===== config.mk =====
export PLATFORM = sky130hd
export DESIGN_NAME = elevator_ctrl_scan
export DESIGN_NICKNAME = d
export VERILOG_FILES = /design/src/rtl/elevator_ctrl_scan.sv
export SDC_FILE = /design/constraint.sdc
export NUM_CORES = 1
export LEC_CHECK = 0
export BUFFER_PORTS_ARGS = -buffer_cell sky130_fd_sc_hd__buf_4
export CAP_MARGIN = 20
export CELL_PAD_IN_SITES_DETAIL_PLACEMENT = 2
export CELL_PAD_IN_SITES_GLOBAL_PLACEMENT = 2
export CORE_MARGIN = 10
export CORE_UTILIZATION = 38
export CTS_BUF_LIST = sky130_fd_sc_hd__clkbuf_4 sky130_fd_sc_hd__clkbuf_8
export CTS_CLUSTER_SIZE = 25
export DETAILED_ROUTE_END_ITERATION = 8
export GPL_TIMING_DRIVEN = 0
export PLACE_DENSITY_LB_ADDON = 0.1
export SLEW_MARGIN = 20
export SYNTH_ARGS = -nofsm -noshare
export SYNTH_HDL_FRONTEND = slang
export SYNTH_SLANG_ARGS = --single-unit

===== constraint.sdc =====
create_clock -name clk -period 5.78 [get_ports clk]
set_input_delay 0.578 -clock clk [delete_from_list [all_inputs] [get_ports clk]]
set_output_delay 0.578 -clock clk [all_outputs]
set_load 0.01 [all_outputs]

===== src/rtl/elevator_ctrl_scan.sv =====
// elevator_ctrl_scan: N-floor elevator controller core. Calls are latched into
// a pending register and served in SCAN order (keep going the current way
// while calls remain ahead, then reverse). Travel and door dwell are timed by
// per-floor and per-door cycle counters.
// Optional build macro: ELEV_DOOR_REOPEN_EN -- a call for the current floor
// while the door is open restarts the dwell instead of being latched.
module elevator_ctrl_scan #(
  parameter int unsigned NUM_FLOORS    = 4,
  parameter int unsigned FLOOR_W       = 2,
  parameter int unsigned TRAVEL_CYCLES = 4,
  parameter int unsigned DOOR_CYCLES   = 8
) (
  input  logic                  clk,
  input  logic                  reset,
  input  logic [NUM_FLOORS-1:0] req_vec,
  output logic                  motor_up,
  output logic                  motor_down,
  output logic                  door_open,
  output logic [FLOOR_W-1:0]    curr_floor,
  output logic                  dir_up,
  output logic [NUM_FLOORS-1:0] pending,
  output logic                  busy
);

  typedef enum logic [1:0] {IDLE, MOVE_UP, MOVE_DOWN, DOOR} state_t;

  localparam int unsigned TW = (TRAVEL_CYCLES > 1) ? $clog2(TRAVEL_CYCLES) : 1;
  localparam int unsigned DW = (DOOR_CYCLES > 1) ? $clog2(DOOR_CYCLES) : 1;
  localparam logic [TW-1:0] TRAVEL_LAST = TW'(TRAVEL_CYCLES - 1);
  localparam logic [DW-1:0] DOOR_LAST   = DW'(DOOR_CYCLES - 1);

  state_t                  state, state_n, dec_state;
  logic [FLOOR_W-1:0]      floor_n, step_floor;
  logic                    dir_n, dec_dir;
  logic [NUM_FLOORS-1:0]   pend_n, here_bit, step_bit;
  logic [TW-1:0]           tcnt, tcnt_n;
  logic [DW-1:0]           dcnt, dcnt_n;
  logic                    any_above, any_below, here_pend, reopen;

  function automatic logic [NUM_FLOORS-1:0] floor_bit(input logic [FLOOR_W-1:0] f);
    logic [NUM_FLOORS-1:0] b;
    b = '0;
    for (int unsigned i = 0; i < NUM_FLOORS; i++) begin
      if (FLOOR_W'(i) == f) b[i] = 1'b1;
    end
    return b;
  endfunction

  // Summarise the pending calls relative to the car position.
  always_comb begin
    any_above  = 1'b0;
    any_below  = 1'b0;
    here_bit   = floor_bit(curr_floor);
    here_pend  = |(pending & here_bit);
    step_floor = (state == MOVE_DOWN) ? curr_floor - 1'b1 : curr_floor + 1'b1;
    step_bit   = floor_bit(step_floor);
    for (int unsigned i = 0; i < NUM_FLOORS; i++) begin
      if (pending[i]) begin
        if (FLOOR_W'(i) > curr_floor) any_above = 1'b1;
        if (FLOOR_W'(i) < curr_floor) any_below = 1'b1;
      end
    end
  end

  // SCAN decision: serve here, else continue the latched direction, else reverse.
  always_comb begin
    dec_state = IDLE;
    dec_dir   = dir_up;
    if (here_pend) begin
      dec_state = DOOR;
    end else if (any_above && dir_up) begin
      dec_state = MOVE_UP;
    end else if (any_below && !dir_up) begin
      dec_state = MOVE_DOWN;
    end else if (any_below) begin
      dec_state = MOVE_DOWN;
      dec_dir   = 1'b0;
    end else if (any_above) begin
      dec_state = MOVE_UP;
      dec_dir   = 1'b1;
    end
  end

  // Next-state, request latch and counter sequencing.
  always_comb begin
    state_n = state;
    floor_n = curr_floor;
    dir_n   = dir_up;
    pend_n  = pending | req_vec;
    tcnt_n  = tcnt;
    dcnt_n  = dcnt;
    reopen  = 1'b0;
`ifdef ELEV_DOOR_REOPEN_EN
    reopen  = |(req_vec & here_bit);
`endif
    unique case (state)
      IDLE: begin
        tcnt_n  = '0;
        dir_n   = dec_dir;
        state_n = dec_state;
        if (dec_state == DOOR) begin
          dcnt_n = '0;
          pend_n = pend_n & ~here_bit;
        end
      end
      MOVE_UP, MOVE_DOWN: begin
        if (tcnt == TRAVEL_LAST) begin
          tcnt_n  = '0;
          floor_n = step_floor;
          if ((pending & step_bit) != '0) begin
            state_n = DOOR;
            dcnt_n  = '0;
            pend_n  = pend_n & ~step_bit;
          end
        end else begin
          tcnt_n = tcnt + 1'b1;
        end
      end
      DOOR: begin
        tcnt_n = '0;
        if (reopen) begin
          dcnt_n = '0;
          pend_n = pend_n & ~here_bit;
        end else if (dcnt == DOOR_LAST) begin
          dcnt_n = '0;
          dir_n  = dec_dir;
          // A renewed call here closes the door for one IDLE cycle; IDLE then reopens it.
          state_n = (dec_state == DOOR) ? IDLE : dec_state;
        end else begin
          dcnt_n = dcnt + 1'b1;
        end
      end
      default: state_n = IDLE;
    endcase
  end

  // State, position, direction, request and counter registers.
  always_ff @(posedge clk or negedge reset) begin
    if (!reset) begin
      state      <= IDLE;
      curr_floor <= '0;
      dir_up     <= 1'b1;
      pending    <= '0;
      tcnt       <= '0;
      dcnt       <= '0;
    end else begin
      state      <= state_n;
      curr_floor <= floor_n;
      dir_up     <= dir_n;
      pending    <= pend_n;
      tcnt       <= tcnt_n;
      dcnt       <= dcnt_n;
    end
  end

  // Moore output decode from the state register.
  always_comb begin
    motor_up   = (state == MOVE_UP);
    motor_down = (state == MOVE_DOWN);
    door_open  = (state == DOOR);
    busy       = (state != IDLE);
  end

`ifndef SYNTHESIS
  a_floor_bound: assert property (@(posedge clk) disable iff (!reset)
    curr_floor <= FLOOR_W'(NUM_FLOORS - 1));
  a_motor_excl: assert property (@(posedge clk) disable iff (!reset)
    !(motor_up && motor_down));
`endif

endmodule


; ---- Word level (Yosys, flattened, before mapping)
; Index checks and enable logic that the tools add are counted.
[word_totals]
ff_bits = 14
output_inout_bits = 11
[classes]
n_addsub = 4
order_cmp = 8
eq_ne = 16
muxes = 53
bitwise_logic = 7
reduce_logical = 16
[op_table]
columns = operator, n
row1 = 1-bit two-way mux, 31
row2 = 2-bit two-way mux, 10
row3 = 4-bit bitwise AND, 4
row4 = 3-bit two-way mux, 4
row5 = 4-bit two-way mux, 3
row6 = 3-bit one-hot mux with 3 select lines, 1
row7 = 2-bit == test (first input constant), 4
row8 = 2-bit == test (second input constant), 4
row9 = 4-bit inverter, 2
row10 = 4-bit one-hot mux with 2 select lines, 1
row11 = 2-bit logical NOT, 3
row12 = 2-bit inequality test (second input constant), 3
row13 = 2-bit one-hot mux with 3 select lines, 1
row14 = 3-bit AND reduction, 2
row15 = 2-bit by 1-bit adder with 2-bit output (second input constant), 2
row16 = 1-bit by 2-bit == test with 1-bit output (first input constant), 2
row17 = 1-bit by 2-bit greater-than comparator with 1-bit output (first input constant), 2
row18 = 2-bit greater-than comparator (first input constant), 2
row19 = 1-bit by 2-bit less-than comparator with 1-bit output (first input constant), 2
row20 = 2-bit less-than comparator (first input constant), 2
row21 = 4-bit bitwise OR, 1
row22 = 2-bit one-hot mux with 2 select lines, 1
row23 = 2-bit AND reduction, 2
row24 = 2-bit nonzero test, 2
row25 = 11 further kinds, 13

; ---- Logic depth before layout (Yosys ltp)
; Gate-level depths: netlist (run 1).
[depth]
word_depth = 18
depth_mapped = 7
ltp_nobuf = 7

; ---- Worst setup path after synthesis (run 1)
; No wires, ideal clock.
[synth_timing]
kind = register to register
start = register curr_floor[0]
end = register dcnt[0]
setup_ps = 127
arrival_time_ps = 2364
required_ps = 5653
setup_slack_ps = 3289
stages_incl_launch_ff = 8
cell_sequence = dfrtp_1 -> inv_1 -> ha_1 -> xnor2_2 -> mux4_2 -> a21oi_1 -> a21o_2 -> mux2_1
[synth_via]
elab_chain_cells = 17
elab_cells_between_ends = 58
cone_classes = 2 x add/sub / 8 x order compare / 9 x eq/ne / 30 x mux / 2 x bitwise / 7 x reduce/logical
[synth_lines]
columns = element, line
row1 = "start, declared", 19  ; output logic [FLOOR_W-1:0] curr_floor,
row2 = "start signal, assigned", 148  ; curr_floor <= floor_n;
row3 = 1-bit by 2-bit greater-than comparator with 1-bit output, 59  ; if (FLOOR_W'(i) > curr_floor) any_above = 1'b1;
row4 = 1-bit two-way mux, 59
row5 = 1-bit two-way mux, 58  ; if (pending[i]) begin
row6 = 1-bit two-way mux, 59
row7 = 1-bit two-way mux, 58
row8 = 1-bit two-way mux, 59
row9 = 1-bit two-way mux, 58
row10 = 1-bit two-way mux, 59
row11 = 1-bit two-way mux, 58
row12 = 1-bit two-way mux, 78  ; end else if (any_above) begin
row13 = 2-bit two-way mux, 75  ; end else if (any_below) begin
row14 = 2-bit two-way mux, 73  ; end else if (any_below && !dir_up) begin
row15 = 2-bit two-way mux, 71  ; end else if (any_above && dir_up) begin
row16 = 2-bit two-way mux, 69  ; if (here_pend) begin
row17 = 2-bit == test, 101  ; if (dec_state == DOOR) begin
row18 = 2-bit inequality test (no source line), --
row19 = 3-bit AND reduction (no source line) (*), --
row20 = "end signal, assigned", 152  ; dcnt <= dcnt_n;
row21 = "end, declared", 37  ; logic [DW-1:0] dcnt, dcnt_n;
; Mark *: on every way between the ends. The rest lies on a longest branch, timed or not.
; A chain may end at the register's enable or synchronous reset.

; ---- Final worst setup path (run 1)
; Same ends and word-level chain as after synthesis.

==> impl_metrics.toml, run 1 <==
[sta]
setup_viol = 0
setup_ws_ps = 3060
worst_pin_slew_ps = 721
skew_ps = 6.44
rsz0062_at_grt = "false"
min_period_over_period_pct = 47.0
finalMaxSlewViolations = 0
layout_min_cycle_time_ps = 2720
slew_headroom_pct = 51.9
tns_ps = 0
max_clock_freq_mhz = 368
hold_viol = 0

[yosys]
synth_top_family_by_area = "compound AO/OA/AOI/OAI gates"
seq_area_frac_synth_pct = 38.4
netlist_instances = 88
synth_mux_area_share_pct = 5.88
syn_area_sq_um = 915
synth_simple_gate_area_share_pct = 8.34
avgSynthCellArea_sq_um = 10.4
syn_nets = 107
synth.distinct_cells = 29
yosys_warnings = 0
ys_seq_elements = 14
synth_compound_area_share_pct = 22.2
yosys.area_share.xor_xnor_pct = 3.69
synthAdderAreaFrac_pct = 17.8

[floorplanning]
io-pin-count = 17
fp.dieW_microns = 69.1
die-area_sq_mm = 0.00477
die_h_microns = 69.1
rows = 17
initial_core_util_pct = 40.6
fp.coreArea_sq_mm = 0.00225

[clock_tree]
numCtsBuffers = 3
root_buffer = "clkbuf_4"
post_cts_resized = 0
cts.sinks = 14
cts_buffer_depth = 2
cts_tree = "yes"
hold_buffers = 0
clkLatencyLatePin_ps = 300
path_clk_slew_ps = 100
htree_levels = 1
postCtsSetupBuffers = 0

[place]
gp_congestion = 0.687
place_ws_ps = 3050
dpl.hpwl_microns = 2050
io_buffers = 16

[final_layout]
area_growth_pct = 20.9
nFillCells = 252
drive_gt1_share_pct = 23.1
final_common_cell = "buf_4"
diodes = 0
layout_common_cells = "buf_4, ha_1, dfrtp_1"
fin_util_pct = 49.1
final_nets = 128

[setup_path]
worstPathCellList = "inv_1 > ha_1 > xnor2_2 > mux4_2 > a21oi_1 > a21o_2 > mux2_1"
crit_path_start_kind = "flip-flop"
slowest_delay_ps = 590
slowest_stage = "dfrtp_1"
worstPathArrival_ps = 2910
end_kind = "flip-flop"
worst-setup-path-type = "flip-flop to flip-flop"
cp_max_fo = 11
crit_required_ps = 5980

[route]
drtIter0Drc = 23
vias = 774
drcViolationCount = 0
wl_microns = 2700
vias_per_cell = 5.69
wire_per_inst_microns = 19.9
ant_nets = 0
dr.pass1.iters = 4

[power]
p_per_area_mw_per_mm2 = 721
total_power_mw = 0.797
total_leakage_power_nw = 0.540
irDropWorstVdd_mv = 0.365

[worst_hold_path]
hp-class = "input port to async pin"

[global_routing]
grt_max_degree = 15
grt-ovfl-total = 0
grtUsageTotal_pct = 11.7
grt_pass1_vias = 876
grt_pass1_wl_microns = 4660
grt_antenna_before_repair = 0

[run]
drv_cap = 0

[outcome]
status = "complete, no violations"
## power breakdown
group / internal [mW] / leakage [nW] / total [mW] / switching (mW)
registers: 0.145 / 0.164 / 0.204 / 0.0590
logic: 0.237 / 0.355 / 0.515 / 0.278
clock network: 0.0385 / 0.0210 / 0.0782 / 0.0397
total: 0.420 / 0.540 / 0.797 / 0.377
## area by class of cell
cell class / count / area (sq um) / share of cell area (%)
timing repair buffer: 16 / 120 / 10.9
tap: 28 / 35.0 / 3.17
clock buffer: 4 / 36.3 / 3.28
multi-input combinational: 65 / 529 / 47.9
inverter: 9 / 33.8 / 3.05
sequential: 14 / 352 / 31.8
## metrics by stage
stage	hold WS (ps)	std cells	instance area (sq um)
final	108	136	1110
after global routing	105	136	1110
after CTS	107	136	1110
after detailed placement	445	132	1070
after global placement	420	132	1070
after floorplan	282	88	915
## cell usage after synthesis
master | number | area, sq um
mux2_1 | 1 | 11.3
a21oi_1 | 7 | 35.0
xnor2_1 | 1 | 8.76
a21o_2 | 1 | 8.76
nand2b_1 | 1 | 6.26
o31ai_1 | 1 | 7.51
o21ai_0 | 7 | 35.0
nor2b_1 | 1 | 6.26
dfrtp_1 | 13 | 325
nor2_1 | 5 | 18.8
o32a_1 | 2 | 20.0
a31o_2 | 1 | 8.76
mux4_2 | 1 | 22.5
o22a_1 | 4 | 35.0
a21o_1 | 1 | 7.51
xnor2_2 | 1 | 16.3
a22o_1 | 1 | 8.76
a221o_1 | 1 | 10.0
and3b_1 | 1 | 8.76
a211o_1 | 1 | 8.76
nand2_1 | 5 | 18.8
dfstp_2 | 1 | 26.3
xor2_1 | 1 | 8.76
mux2i_1 | 2 | 20.0
nor3_1 | 1 | 5.00
and2_1 | 2 | 12.5
ha_1 | 13 | 163
a221oi_1 | 2 | 17.5
inv_1 | 9 | 33.8
## registers in the layout, indices dropped and copies added, names as in the netlist
register and count:
state 2, curr_floor 2, pending 4, tcnt 2, dcnt 3, dir_up 1
## cell families (layout without fill, tap and decap cells)
kind of cell	after synthesis	count (layout)
AOI/OAI and AO/OA	29	29
and+or+nand+nor	16	16
DFF	14	14
adders and majority gates	13	13
buffers and inverters	9	29
muxes	4	4
xor gates and xnor gates	3	3
## critical path: cells and delay by family (launching register included)
| kind | cells | cell delay [ps] |
|---|---|---|
| DFF | 1 | 590 |
| AOI/OAI and AO/OA | 2 | 390 |
| muxes | 2 | 880 |
| buffers and inverters | 1 | 160 |
| adders and majority gates | 1 | 380 |
| xor gates and xnor gates | 1 | 220 |
## path summary, 6_finish.rpt
path                          startpoint  endpoint  slack (ps)  depth (start not counted)
setup / recovery           curr_floor[0]   dcnt[0]        3060                          7
hold / removal                     reset  state[0]         110                          1
setup reg to reg           curr_floor[0]   dcnt[0]        3060                          7
hold reg to reg                  tcnt[0]   tcnt[0]         460                          1
max in group asynchronous          reset    dir_up        5430                          1
min in group clk                 tcnt[0]   tcnt[0]         460                          1
## per-layer routing
metal | part of all wire (%) | GRT usage [%]
met2 | 50 | 19.2
met3 | 2.8 | 2.57
met1 | 46 | 14.3
met5 | 0 | 0
met4 | 1.3 | 4.88
Power figures use the tool's default switching activity.
==> run 2, diff against run 1 <==
--- a/config.mk
+++ b/config.mk
@@ -10,7 +10,7 @@
 export CELL_PAD_IN_SITES_DETAIL_PLACEMENT = 2
 export CELL_PAD_IN_SITES_GLOBAL_PLACEMENT = 2
 export CORE_MARGIN = 10
-export CORE_UTILIZATION = 38
+export CORE_UTILIZATION = 36
 export CTS_BUF_LIST = sky130_fd_sc_hd__clkbuf_4 sky130_fd_sc_hd__clkbuf_8
 export CTS_CLUSTER_SIZE = 25
 export DETAILED_ROUTE_END_ITERATION = 8
==> constraint.sdc (replaced) <==
create_clock -name clk -period 2.5 [get_ports clk]
set_input_delay 0.25 -clock clk [delete_from_list [all_inputs] [get_ports clk]]
set_output_delay 0.25 -clock clk [all_outputs]
set_load 0.01 [all_outputs]
==> impl_metrics.toml, run 2 (same netlist as run 1, synthesis figures left out) <==
[floorplanning]
die-area_sq_mm = 0.00496
die_h_microns = 70.4
io-pin-count = 17
rows = 18
fp.coreArea_sq_mm = 0.00245
fp.dieW_microns = 70.4
initial_core_util_pct = 37.3

[route]
dr.pass1.iters = 4
drtIter0Drc = 29
vias_per_cell = 5.54
drcViolationCount = 0
wire_per_inst_microns = 18.8
vias = 787
ant_nets = 0
wl_microns = 2670

[sta]
worst_pin_slew_ps = 725
skew_ps = 3.73
finalMaxSlewViolations = 0
hold_viol = 0
max_clock_freq_mhz = 411
slew_headroom_pct = 51.6
setup_viol = 0
whs_ps = 191
setup_ws_ps = 68.2
tns_ps = 0
layout_min_cycle_time_ps = 2430
min_period_over_period_pct = 97.3

[worst_hold_path]
min_from = "req_vec[3]"
hold_path_depth = 2
hp-class = "input port to flip-flop"
whs_endpoint = "pending[3]"

[final_layout]
top_regs = "pending (4), dcnt (3)"
largest_register_ffs = 4
largest-register = "pending"
final_nets = 132
drive_gt1_share_pct = 28.6
multiInputGateArea_sq_um = 529
layout_common_cells = "buf_4, ha_1, dfrtp_1"
area_growth_pct = 25.2
final_common_cell = "buf_4"
finalInstanceArea_sq_mm = 0.00114
diodes = 0
nFillCells = 285
seqCellArea_sq_um = 355

[global_routing]
grt_antenna_before_repair = 0
grt_pass1_vias = 862
grt-ovfl-total = 0
grt_pass1_wl_microns = 4350
grt_max_degree = 15
grtUsageTotal_pct = 10.9

[setup_path]
crit_required_ps = 2680
rr_endpoint = "dcnt[0]"
reg2reg_depth = 7
crit_path_start_kind = "flip-flop"
worstPathArrival_ps = 2610
reg2reg_setup_slack_ps = 70
r2r-start = "curr_floor[1]"
end_kind = "flip-flop"
cp_max_fo = 7
worst-setup-path-type = "flip-flop to flip-flop"

[power]
total_leakage_power_nw = 0.555
irDropWorstVdd_mv = 0.701
total_power_mw = 1.93
p_per_area_mw_per_mm2 = 1680

[clock_tree]
cts_buffer_depth = 2
cts.sinks = 14
clkLatencyLatePin_ps = 290
path_clk_slew_ps = 90
htree_levels = 1
numCtsBuffers = 3
cts_tree = "yes"
root_buffer = "clkbuf_4"

[place]
place_ws_ps = -203
io_buffers = 16
dpl.hpwl_microns = 2020
gp_congestion = 0.729
dpl_cell_area_sq_mm = 0.00107

[outcome]
status = "complete, no violations"

[run]
drv_cap = 0
[run 2: worst max-delay path by stage]
stage	start	end	cells past startpoint
final	curr_floor[1]	dcnt[0]	7
after CTS	curr_floor[1]	dcnt[0]	7
after global routing	curr_floor[1]	dcnt[0]	7
after floorplan	curr_floor[0]	dcnt[0]	7
after global placement	curr_floor[0]	dcnt[0]	7
after detailed placement	curr_floor[0]	dcnt[0]	7
[run 2: area by class of cell]
cell class | instances | share of cell area, %
tap | 30 | 3.28
multi-input combinational | 65 | 46.2
sequential | 14 | 31.0
timing repair buffer | 20 | 13.3
clock buffer | 4 | 3.17
inverter | 9 | 2.95
[run 2: critical path: stages (launching register included)]
cell,delay [ps]
dfrtp_2,440
inv_2,80
ha_1,330
xnor2_2,210
mux4_2,540
a21oi_1,220
a21o_2,170
mux2_1,330
[run 2: repair_timing]
item | in CTS | in global routing
setup buffers | 2 | 1
pin swaps | 1 | 1
gates resized for setup | 2 | 2
setup endpoints to repair | 9 | 2
hold buffers | 1 | 0
endpoints found under the hold margin | 13 | 0
[run 2: where the power goes]
| group | switching (mW) | internal (mW) |
|---|---|---|
| sequential | 0.114 | 0.340 |
| clock | 0.0803 | 0.0888 |
| combinational | 0.695 | 0.610 |
| total | 0.889 | 1.04 |
[run 2: per-stage QoR]
| stage | utilization (%) | std cells |
|---|---|---|
| CTS | 46.3 | 141 |
| floorplan | - | 88 |
| global route | 46.6 | 142 |
| finish | 46.6 | 142 |
| detailed placement | 43.7 | 134 |
| global placement | 43.7 | 134 |
[run 2: metal layers]
layer	track usage (%)	vias up	wire, microns
li1	-	367	-
met1	11.5	401	1130
met2	19.1	13	1390
met3	3.81	6	90
met4	4.61	0	52
met5	0	-	0
